[src/rtl/buffer_proc_arbiter_pkg.sv]
// Shared constants, FSM encoding and requester IDs for the frame-buffer
// processing-port arbiter.
package buffer_proc_arbiter_pkg;

   localparam int IMG_W         = 160;
   localparam int IMG_H         = 120;
   // The slot just past the visible image holds the black pixel.
   localparam int IMG_LAST      = IMG_W * IMG_H;

   localparam int DEF_AW        = 15;
   localparam int DEF_DW        = 12;
   localparam int DEF_MAX_BURST = 16;

   typedef enum logic [1:0] {
      ST_RR     = 2'd0,
      ST_LOCKED = 2'd1,
      ST_YIELD  = 2'd2
   } arb_state_e;

   localparam logic REQ_CPU = 1'b0;
   localparam logic REQ_PRC = 1'b1;

   function automatic logic addr_in_range(input logic [31:0] addr, input logic [31:0] last);
      return addr <= last;
   endfunction

endpackage

[src/rtl/buffer_proc_arbiter_if.sv]
// Requester, memory-port and hold signals of the processing-port arbiter.
// The slave view belongs to the arbiter, the master view to its environment.
interface buffer_proc_arbiter_if #(
   parameter int AW = buffer_proc_arbiter_pkg::DEF_AW,
   parameter int DW = buffer_proc_arbiter_pkg::DEF_DW
);
   logic          cpu_req;
   logic [AW-1:0] cpu_addr;
   logic          cpu_gnt;
   logic          cpu_rvalid;
   logic [DW-1:0] cpu_rdata;
   logic          cpu_err;

   logic          prc_req;
   logic          prc_lock;
   logic [AW-1:0] prc_addr;
   logic          prc_gnt;
   logic          prc_rvalid;
   logic [DW-1:0] prc_rdata;
   logic          prc_err;

   logic [AW-1:0] mem_addr;
   logic [DW-1:0] mem_data;
   logic          wr_hold;

   modport master (
      output cpu_req, cpu_addr, prc_req, prc_lock, prc_addr, mem_data,
      input  cpu_gnt, cpu_rvalid, cpu_rdata, cpu_err,
      input  prc_gnt, prc_rvalid, prc_rdata, prc_err,
      input  mem_addr, wr_hold
   );

   modport slave (
      input  cpu_req, cpu_addr, prc_req, prc_lock, prc_addr, mem_data,
      output cpu_gnt, cpu_rvalid, cpu_rdata, cpu_err,
      output prc_gnt, prc_rvalid, prc_rdata, prc_err,
      output mem_addr, wr_hold
   );
endinterface

[src/rtl/buffer_proc_arbiter_rr_arb2.sv]
// Two-way round-robin arbiter: a lone request wins, a tie goes to the
// requester that was not granted last.
module rr_arb2 (
   input  logic [1:0] req,
   input  logic       last_grant,
   output logic [1:0] gnt
);
   for (genvar gi = 0; gi < 2; gi++) begin : g_gnt
      assign gnt[gi] = req[gi] & (~req[1-gi] | (last_grant != 1'(gi)));
   end
endmodule

[src/rtl/buffer_proc_arbiter.sv]
// Shares the frame buffer's combinational processing read port between the
// CPU and the scanner, with scanner lock sessions that raise wr_hold.
module buffer_proc_arbiter #(
   parameter int AW        = buffer_proc_arbiter_pkg::DEF_AW,
   parameter int DW        = buffer_proc_arbiter_pkg::DEF_DW,
   parameter int IMG_LAST  = buffer_proc_arbiter_pkg::IMG_LAST,
   parameter int MAX_BURST = buffer_proc_arbiter_pkg::DEF_MAX_BURST
) (
   input  logic                 clk,
   input  logic                 rst_n,
   buffer_proc_arbiter_if.slave bus
);
   import buffer_proc_arbiter_pkg::*;

   localparam int CW = $clog2(MAX_BURST + 1);

   arb_state_e    state_q, state_d;
   logic          last_grant_q, last_grant_d;
   logic [CW-1:0] burst_q, burst_d;
   logic [AW-1:0] mem_addr_q, mem_addr_d;
   logic          wr_hold_q, wr_hold_d;
   logic          cpu_rvalid_q, cpu_rvalid_d;
   logic [DW-1:0] cpu_rdata_q, cpu_rdata_d;
   logic          cpu_err_q, cpu_err_d;
   logic          prc_rvalid_q, prc_rvalid_d;
   logic [DW-1:0] prc_rdata_q, prc_rdata_d;
   logic          prc_err_q, prc_err_d;

   logic [1:0]    rr_gnt;
   logic [1:0]    gnt;
   logic          burst_at_max;
   logic          in_range;
   logic [DW-1:0] resp_data;

   rr_arb2 u_rr_arb2 (
      .req        ({bus.prc_req, bus.cpu_req}),
      .last_grant (last_grant_q),
      .gnt        (rr_gnt)
   );

   assign burst_at_max = (burst_q >= CW'(MAX_BURST));

   always_comb begin
      gnt     = 2'b00;
      state_d = state_q;
      burst_d = burst_q;
      unique case (state_q)
         ST_RR: begin
            gnt = rr_gnt;
            // The lock only takes hold once the scanner actually wins a slot.
            if (rr_gnt[REQ_PRC] && bus.prc_lock) begin
               state_d = ST_LOCKED;
               burst_d = CW'(1);
            end
         end
         ST_LOCKED: begin
            if (!bus.prc_lock) begin
               gnt     = rr_gnt;
               state_d = ST_RR;
               burst_d = '0;
            end else if (!bus.prc_req) begin
               gnt[REQ_CPU] = bus.cpu_req;
            end else if (burst_at_max && bus.cpu_req) begin
               state_d = ST_YIELD;
            end else begin
               gnt[REQ_PRC] = 1'b1;
               if (!burst_at_max) begin
                  burst_d = burst_q + CW'(1);
               end
            end
         end
         ST_YIELD: begin
            gnt[REQ_CPU] = bus.cpu_req;
            burst_d      = '0;
            state_d      = bus.prc_lock ? ST_LOCKED : ST_RR;
         end
         default: begin
            state_d = ST_RR;
            burst_d = '0;
         end
      endcase
      // Keep every output quiet while reset is held, including the grants.
      if (!rst_n) begin
         gnt = 2'b00;
      end
   end

   always_comb begin
      mem_addr_d   = mem_addr_q;
      last_grant_d = last_grant_q;
      if (gnt[REQ_CPU]) begin
         mem_addr_d   = bus.cpu_addr;
         last_grant_d = REQ_CPU;
      end else if (gnt[REQ_PRC]) begin
         mem_addr_d   = bus.prc_addr;
         last_grant_d = REQ_PRC;
      end

      in_range  = addr_in_range(32'(mem_addr_d), 32'(IMG_LAST));
      resp_data = in_range ? bus.mem_data : '0;

      cpu_rvalid_d = gnt[REQ_CPU];
      cpu_rdata_d  = gnt[REQ_CPU] ? resp_data : cpu_rdata_q;
      cpu_err_d    = gnt[REQ_CPU] ? !in_range : cpu_err_q;
      prc_rvalid_d = gnt[REQ_PRC];
      prc_rdata_d  = gnt[REQ_PRC] ? resp_data : prc_rdata_q;
      prc_err_d    = gnt[REQ_PRC] ? !in_range : prc_err_q;

      wr_hold_d = (state_d != ST_RR);
   end

   always_ff @(posedge clk or negedge rst_n) begin
      if (!rst_n) begin
         state_q      <= ST_RR;
         last_grant_q <= REQ_PRC;
         burst_q      <= '0;
         mem_addr_q   <= '0;
         wr_hold_q    <= 1'b0;
         cpu_rvalid_q <= 1'b0;
         cpu_rdata_q  <= '0;
         cpu_err_q    <= 1'b0;
         prc_rvalid_q <= 1'b0;
         prc_rdata_q  <= '0;
         prc_err_q    <= 1'b0;
      end else begin
         state_q      <= state_d;
         last_grant_q <= last_grant_d;
         burst_q      <= burst_d;
         mem_addr_q   <= mem_addr_d;
         wr_hold_q    <= wr_hold_d;
         cpu_rvalid_q <= cpu_rvalid_d;
         cpu_rdata_q  <= cpu_rdata_d;
         cpu_err_q    <= cpu_err_d;
         prc_rvalid_q <= prc_rvalid_d;
         prc_rdata_q  <= prc_rdata_d;
         prc_err_q    <= prc_err_d;
      end
   end

   assign bus.cpu_gnt    = gnt[REQ_CPU];
   assign bus.prc_gnt    = gnt[REQ_PRC];
   assign bus.mem_addr   = mem_addr_d;
   assign bus.wr_hold    = wr_hold_q;
   assign bus.cpu_rvalid = cpu_rvalid_q;
   assign bus.cpu_rdata  = cpu_rdata_q;
   assign bus.cpu_err    = cpu_err_q;
   assign bus.prc_rvalid = prc_rvalid_q;
   assign bus.prc_rdata  = prc_rdata_q;
   assign bus.prc_err    = prc_err_q;

endmodule

[src/flat_wrapper.sv]
// flat-port wrapper written by rule: the top's interface ports become plain ports
module buffer_proc_arbiter_flat import buffer_proc_arbiter_pkg::*;
#(
   parameter int AW        = buffer_proc_arbiter_pkg::DEF_AW,
   parameter int DW        = buffer_proc_arbiter_pkg::DEF_DW,
   parameter int IMG_LAST  = buffer_proc_arbiter_pkg::IMG_LAST,
   parameter int MAX_BURST = buffer_proc_arbiter_pkg::DEF_MAX_BURST
)
  (clk, rst_n, bus_cpu_req, bus_cpu_addr, bus_prc_req, bus_prc_lock, bus_prc_addr, bus_mem_data, bus_cpu_gnt, bus_cpu_rvalid, bus_cpu_rdata, bus_cpu_err, bus_prc_gnt, bus_prc_rvalid, bus_prc_rdata, bus_prc_err, bus_mem_addr, bus_wr_hold);
  buffer_proc_arbiter_if #(.AW(AW), .DW(DW)) bus_i ();
  input  logic clk;
  input  logic rst_n;
  input wire logic [$bits(bus_i.cpu_req)-1:0] bus_cpu_req;
  input wire logic [$bits(bus_i.cpu_addr)-1:0] bus_cpu_addr;
  input wire logic [$bits(bus_i.prc_req)-1:0] bus_prc_req;
  input wire logic [$bits(bus_i.prc_lock)-1:0] bus_prc_lock;
  input wire logic [$bits(bus_i.prc_addr)-1:0] bus_prc_addr;
  input wire logic [$bits(bus_i.mem_data)-1:0] bus_mem_data;
  output wire logic [$bits(bus_i.cpu_gnt)-1:0] bus_cpu_gnt;
  output wire logic [$bits(bus_i.cpu_rvalid)-1:0] bus_cpu_rvalid;
  output wire logic [$bits(bus_i.cpu_rdata)-1:0] bus_cpu_rdata;
  output wire logic [$bits(bus_i.cpu_err)-1:0] bus_cpu_err;
  output wire logic [$bits(bus_i.prc_gnt)-1:0] bus_prc_gnt;
  output wire logic [$bits(bus_i.prc_rvalid)-1:0] bus_prc_rvalid;
  output wire logic [$bits(bus_i.prc_rdata)-1:0] bus_prc_rdata;
  output wire logic [$bits(bus_i.prc_err)-1:0] bus_prc_err;
  output wire logic [$bits(bus_i.mem_addr)-1:0] bus_mem_addr;
  output wire logic [$bits(bus_i.wr_hold)-1:0] bus_wr_hold;
  assign bus_i.cpu_req = bus_cpu_req;
  assign bus_i.cpu_addr = bus_cpu_addr;
  assign bus_i.prc_req = bus_prc_req;
  assign bus_i.prc_lock = bus_prc_lock;
  assign bus_i.prc_addr = bus_prc_addr;
  assign bus_i.mem_data = bus_mem_data;
  assign bus_cpu_gnt = bus_i.cpu_gnt;
  assign bus_cpu_rvalid = bus_i.cpu_rvalid;
  assign bus_cpu_rdata = bus_i.cpu_rdata;
  assign bus_cpu_err = bus_i.cpu_err;
  assign bus_prc_gnt = bus_i.prc_gnt;
  assign bus_prc_rvalid = bus_i.prc_rvalid;
  assign bus_prc_rdata = bus_i.prc_rdata;
  assign bus_prc_err = bus_i.prc_err;
  assign bus_mem_addr = bus_i.mem_addr;
  assign bus_wr_hold = bus_i.wr_hold;
  buffer_proc_arbiter #(.AW(AW), .DW(DW), .IMG_LAST(IMG_LAST), .MAX_BURST(MAX_BURST)) u_core (.clk(clk), .rst_n(rst_n), .bus(bus_i));
endmodule
[config.mk]
export PLATFORM = sky130hd
export DESIGN_NAME = buffer_proc_arbiter_flat
export DESIGN_NICKNAME = d
export VERILOG_FILES = /design/src/rtl/buffer_proc_arbiter_pkg.sv /design/src/rtl/buffer_proc_arbiter_if.sv /design/src/rtl/buffer_proc_arbiter_rr_arb2.sv /design/src/rtl/buffer_proc_arbiter.sv /design/src/flat_wrapper.sv
export SDC_FILE = /design/constraint.sdc
export NUM_CORES = 1
export LEC_CHECK = 0
export ABC_AREA = 1
export BUFFER_PORTS_ARGS = -buffer_cell sky130_fd_sc_hd__buf_2
export CAP_MARGIN = 10
export CORE_UTILIZATION = 50
export DETAILED_ROUTE_END_ITERATION = 16
export PLACE_DENSITY = 0.8
export SYNTH_ARGS = -nofsm -noshare
export SYNTH_HDL_FRONTEND = slang
export SYNTH_SLANG_ARGS = --single-unit
[constraint.sdc]
create_clock -name clk -period 2.6 [get_ports clk]
set_input_delay 0.26 -clock clk [delete_from_list [all_inputs] [get_ports clk]]
set_output_delay 0.26 -clock clk [all_outputs]
set_load 0.01 [all_outputs]
After elaboration in Yosys (flattened, before gate mapping):

Index checks and enable logic that the tools add are counted.

* bits in registers: 52
* bits in latches: 0
* RAM bits: 0
* memory bits (read-only): 0
* input bits: 47
* output and inout port bits: 46
* word-level logic and storage cells: 58
* memories kept: 0

* add/subtract/negate cells: 1
* $mul: 0
* div/mod/pow operators: 0
* $lt $le $gt $ge: 2
* eq/ne operators: 6
* shift operators: 0
* muxes and demuxes: 24
* bitwise logic cells: 7
* reduce and logical (&&, ||, !) cells: 7

Operator list (number)
* two-way mux 15 bit: 2
* two-way mux 5 bit: 5
* less-or-equal comparator 15 bit, second input constant: 1
* two-way mux 12 bit: 1
* two-way mux 2 bit: 6
* one-hot mux 5 bit (2 select lines): 1
* != test 3 bit, second input constant: 3
* two-way mux 1 bit: 6
* one-hot mux 2 bit (3 select lines): 1
* adder 5 x 1 -> 5 bit, second input constant: 1
* greater-or-equal comparator 5 bit, second input constant: 1
* AND reduction 4 bit: 1
* nonzero test 2 bit: 2
* NOT 1 bit: 3
* one-hot mux 1 bit (3 select lines): 1
* AND 1 bit: 2
* == test 2 x 1 -> 1 bit, second input constant: 1
* == test 2 bit, second input constant: 1
* logical AND 1 bit: 2
* zero test 2 bit: 1
* != test 2 x 1 -> 1 bit, second input constant: 1
* bitwise OR 1 bit: 2
* one-hot mux 1 bit (2 select lines): 1
* zero test 1 bit: 1

Longest topological paths before layout:

* word-level depth: 11
* mapped depth: 18

Modules after synthesis:

From an unflattened synthesis, not the netlist that was laid out.

* cells, all modules: 322
* area total of the unflattened synthesis: 2567.5 um2

By module, submodules not included
* buffer_proc_arbiter: instances 1, cells an instance 318, area an instance 2539.9 um2, seq. area each 1302.5 um2
* rr_arb2: instances 1, cells an instance 4, area an instance 27.5 um2, seq. area each 0.0 um2

Worst setup path after synthesis:

No wires, ideal clock.

* path kind: flip-flop to flip-flop
* start point: register u_core.last_grant_q
* end point: register u_core.prc_rdata_q[10] (netlist: u_core.bus.prc_rdata[10])
* setup time: 0.117 ns
* arrival: 1.891 ns
* data required time: 2.483 ns
* path slack: 0.591 ns
* stages on the path, launching flop included: 18
* path buffers: 2
* period minus slack after synthesis: 2.009 ns
* cell sequence: dfstp_2 nand3_1 nand2_1 nand2_1 nand3_2 nand2_4 inv_2 buf_6 nand2_1 nand2_1 nand2_1 nor2_1 nand2_1 nand2_1 nand2_4 buf_8 nand3_1 nand2_1

* cells in the longest elaborated chain, start to end: 10

Ends and longest elaborated chain
* from (decl): line buffer_proc_arbiter.sv:18 `logic last_grant_q, last_grant_d;`
* from (signal assigned): line buffer_proc_arbiter.sv:127 `last_grant_q <= last_grant_d;`
* NOT 1 bit: line buffer_proc_arbiter_rr_arb2.sv:9 `assign gnt[gi] = req[gi] & (~req[1-gi] | (last_grant != 1'(gi)));`
* bitwise OR 1 bit: line buffer_proc_arbiter_rr_arb2.sv:9
* AND 1 bit: line buffer_proc_arbiter_rr_arb2.sv:9
* two-way mux 2 bit: line buffer_proc_arbiter.sv:57 `if (!bus.prc_lock) begin`
* one-hot mux 1 bit (2 select lines): line buffer_proc_arbiter.sv:47 `unique case (state_q)`
* two-way mux 2 bit *: line buffer_proc_arbiter.sv:83 `if (!rst_n) begin`
* two-way mux 15 bit: line buffer_proc_arbiter.sv:94 `end else if (gnt[REQ_PRC]) begin`
* two-way mux 15 bit *: line buffer_proc_arbiter.sv:91 `if (gnt[REQ_CPU]) begin`
* net bus_mem_addr[11]: line flat_wrapper.sv:27 `output wire logic [$bits(bus_i.mem_addr)-1:0] bus_mem_addr;`
* less-or-equal comparator 15 bit *: line buffer_proc_arbiter_pkg.sv:24 `return addr <= last;`
* two-way mux 12 bit *: line buffer_proc_arbiter.sv:100 `resp_data = in_range ? bus.mem_data : '0;`
* to (signal assigned): line buffer_proc_arbiter.sv:135 `prc_rdata_q <= prc_rdata_d;`
* to (decl): line buffer_proc_arbiter.sv:26 `logic [DW-1:0] prc_rdata_q, prc_rdata_d;`

Mark *: on every way through the listed nets, which the timed path passes. The rest lies on a longest branch.
A chain may end at the register's enable or synchronous reset.

Final worst setup path:

* start point: register u_core.state_q[0]
* end point: output bus_prc_gnt

* cells in the longest elaborated chain, start to end: 3

Ends and longest elaborated chain
* from (decl): line buffer_proc_arbiter.sv:17 `arb_state_e state_q, state_d;`
* from (signal assigned): line buffer_proc_arbiter.sv:126 `state_q <= state_d;`
* == test 2 x 1 -> 1 bit / zero test 2 bit (equally long branches): line buffer_proc_arbiter.sv:47
* one-hot mux 1 bit (2 select lines) *: line buffer_proc_arbiter.sv:47
* two-way mux 2 bit *: line buffer_proc_arbiter.sv:83
* to (decl): line flat_wrapper.sv:23 `output wire logic [$bits(bus_i.prc_gnt)-1:0] bus_prc_gnt;`

Mark *: on every way between the ends. The rest lies on a longest branch, timed or not.

==> impl_metrics.csv <==
group,metric,value,unit
layout,post-route-util,64.76,%
worst_setup_path,critical_path_peak_fanout,33,
die,io_pins,93,
worst_setup_path,crit_path_frequent_cell,"nand2_8",
route,wl_per_cell,12.79,µm
worst_setup_path,path_class,"register to output pin",
die,core_area,0.005172,mm²
yosys,synthesis.area,0.002724,mm²
worst_setup_path,worstReg2RegEnd,"u_core.bus.cpu_rdata[6]$_DFFE_PN0P_",
grt,grt_max_degree,34,
clock_network,cts_tree,"built",
clock_network,cts_setup_buffers,0,
power_and_ir_drop,power.leakage,1.938,nW
power_and_ir_drop,p_clk_share,16.5,%
clock_network,clock_latency,0.31,ns
yosys,ys_seq_elements,52,
route,firstDrtPassIters,4,
timing,period_needed,2.411,ns
worst_setup_path,required,2.34,ns
timing,clock.fmax,414.7,MHz
run,maxCapViolations,0,
timing,setup-violations-final,0,
layout,fin_area,0.003349,mm²
yosys,synth.distinct_cells,30,
layout,drive_above_1_share,30.00,%
timing,fin_worst_skew,0.007604,ns
worst_setup_path,slowest_delay,0.44,ns
layout,n_antenna_cell,0,
yosys,yosys.area.top_type,"dfrtp_1",
timing,maxSlewViolCount,0,
worst_setup_path,cp_data_arrival_time,2.15,ns
route,vias_per_cell,5.049,
layout,final_nets,488,
worst_hold_path,min_path_cells,3,
route,drt_iter0_drc,143,
timing,rsz0062_at_grt,"no",
worst_setup_path,end_kind,"output pin",
grt,first_global_vias,2235,
die,initial_core_util,52.66,%
worst_setup_path,rr_startpoint,"u_core.state_q[0]$_DFF_PN0_",
place,io_buffers,92,
route,totalWireLength,6523,µm
power_and_ir_drop,switching_share,40.59,%
clock_network,cts_buffers,5,
grt,grt_pass1_wl,10020,µm
run_status,outcome,"finished clean",
layout,synthToLayoutAreaGrowth,22.97,%
yosys,ys_seq_area_share,47.82,%
power_and_ir_drop,switching_power,1.170,mW
worst_hold_path,hold_end,"u_core.bus.cpu_rdata[7]$_DFFE_PN0P_",
grt,grt-ovfl-total,0,
timing,tightest_slew,0.5102,ns
power_and_ir_drop,powerDensity,860.5,mW/mm²
yosys,netlist.area_leader.share,46.85,%
die,dieArea,0.005747,mm²
timing,fin_crit_sh,92.74,%
worst_setup_path,crit_chain,"nor2_2, nand2_1, nand2_8, nand2_8, inv_1, buf_2",
worst_setup_path,r2r_slack,0.30,ns
layout,final_common_cell,"nand2_1",
route,drc_errors,0,
die,die_h,75.81,µm
worst_setup_path,cpMaxStageDelayCell,"dfrtp_1",
worst_hold_path,hp-start,"bus_mem_data[7]",
worst_hold_path,hold_path_class,"input pin to register",
route,antenna_left,0,
clock_network,clk_pin_slew,0.10,ns
place,postPlaceCellArea,0.003191,mm²
yosys,synthesis.nets,395,
clock_network,cts_buffer_depth,2,
worst_setup_path,start_kind,"register",
clock_network,htree_levels,2,
worst_setup_path,r2r_cells,15,
grt,antenna_found_initial,0,
yosys,ys_warn_count,0,
place,dp_hpwl,4683,µm
power_and_ir_drop,peakVddDrop,0.5053,mV
power_and_ir_drop,pwr-share-comb,41.4,%
timing,relSlewSlack,65.95,%
layout,layout_common_cells,"nand2_1, buf_2, nand3_1, dfrtp_1, inv_1",
clock_network,cts_num_sinks,52,
die,die_w,75.81,µm
power_and_ir_drop,seqPwrFrac,42.2,%
timing,timing.final.hold_violations,0,
yosys,synthCells,346,
clock_network,cts-root-buf,"clkbuf_8",
timing,setup_tns,0,ns
power_and_ir_drop,p_int,1.712,mW
yosys,avgSynthCellArea,7.872,µm²
route,num_vias,2575,
yosys,synth_area_leaders,"dfrtp_1, nand2_1, nand3_1",
layout,n_fill_cell,444,
place,place_congestion,0.8080,
die,rows,26,
grt,grt.total_usage,23.01,%
[power groups by stage]
stage | Combinational (mW) | Sequential (mW) | Clock, mW
after floorplan | 0.694 | 1.29 | 0
after global placement | 1.12 | 1.22 | 0
after detailed placement | 1.15 | 1.22 | 0
after CTS | 1.15 | 1.21 | 0.481
after global routing | 1.36 | 1.24 | 0.510
final | 1.19 | 1.21 | 0.475
[per-stage QoR]
step | setup WS, ns | hold slack (ns) | power [mW] | std cells
after floorplan | 0.5913 | -0.03559 | 1.982 | 346
after global placement | 0.2279 | 0.1483 | 2.342 | 499
after detailed placement | 0.1990 | 0.1485 | 2.369 | 499
after CTS | 0.1127 | 0.1849 | 2.842 | 508
after global routing | 0.01452 | 0.1861 | 3.110 | 510
final | 0.1886 | 0.1875 | 2.882 | 510
[area by class of cell]
class	instances	area [µm²]	area share (%)
Timing Repair Buffer	99	519.2	15.50
Sequential cell	52	1303	38.89
Tap cell	70	87.58	2.615
Multi-Input combinational cell	249	1224	36.53
Inverter	32	125.1	3.736
Clock inverter	3	22.52	0.6724
Clock buffer	5	68.82	2.055
[per-layer routing]
layer / GRT usage (%) / vias up / share of wire [%]
met4: 7.407 / 0 / 1.4
met1: 32.32 / 1198 / 45
met3: 4.630 / 9 / 6.1
met2: 35.79 / 93 / 47
met5: 0 / - / 0
li1: - / 1275 / -
[sequential cells by signal, indices dropped and copies added, names as in the netlist]
register / count
u_core.mem_addr_q: 15
u_core.bus.cpu_rdata: 12
u_core.bus.prc_rdata: 12
u_core.burst_q: 5
u_core.state_q: 2
u_core.bus.cpu_err: 1
u_core.bus.cpu_rvalid: 1
u_core.bus.prc_err: 1
u_core.bus.prc_rvalid: 1
u_core.bus.wr_hold: 1
u_core.last_grant_q: 1
[Yosys cell counts (all sizes together)]
library cell	instances
nand3	60
dfstp	1
buf	12
nor2	17
nand2	136
ha	2
nor3b	1
a31oi	1
inv	32
nor3	3
dfrtp	51
a21oi	3
xor2	1
o21ai	7
or2	7
a221oi	1
o41ai	1
clkbuf	3
nand3b	7
[worst max-delay path: cells and delay by family (launching register included)]
family        cells  cell delay [ns]
buf+inv           2             0.67
flops             1             0.44
simple gates      4             0.73
[kinds of logic (layout without fill, tap and decap cells)]
kind of cell	Yosys count	count (layout)	synth area share (%)
and+or+nand+nor	231	233	38.77
DFF	52	52	47.82
buffers and inverters	47	139	9.049
AOI/OAI and AO/OA	13	13	3.124
adders and majority gates	2	2	0.9185
xor gates and xnor gates	1	1	0.3216
[how the worst max path moves through the flow]
stage / from / cells after the start / end
4_1_cts: u_core.state_q[0]$_DFF_PN0_ / 6 / bus_prc_gnt
6_report: u_core.state_q[0]$_DFF_PN0_ / 6 / bus_prc_gnt
5_1_grt: u_core.state_q[1]$_DFF_PN0_ / 8 / bus_prc_gnt
3_5_place_dp: u_core.last_grant_q$_DFFE_PN1P_ / 14 / u_core.bus.cpu_rdata[6]$_DFFE_PN0P_
2_1_floorplan: u_core.last_grant_q$_DFFE_PN1P_ / 17 / u_core.bus.prc_rdata[10]$_DFFE_PN0N_
3_3_place_gp: u_core.last_grant_q$_DFFE_PN1P_ / 14 / u_core.bus.prc_rdata[2]$_DFFE_PN0N_
[timing repair]
| item | CTS | global route |
|---|---|---|
| resized for setup | 0 | 10 |
| setup endpoints to repair | 0 | 27 |
| hold buffers | 1 | 0 |
| endpoints found under the hold margin | 2 | 0 |
Power figures use the tool's default switching activity.
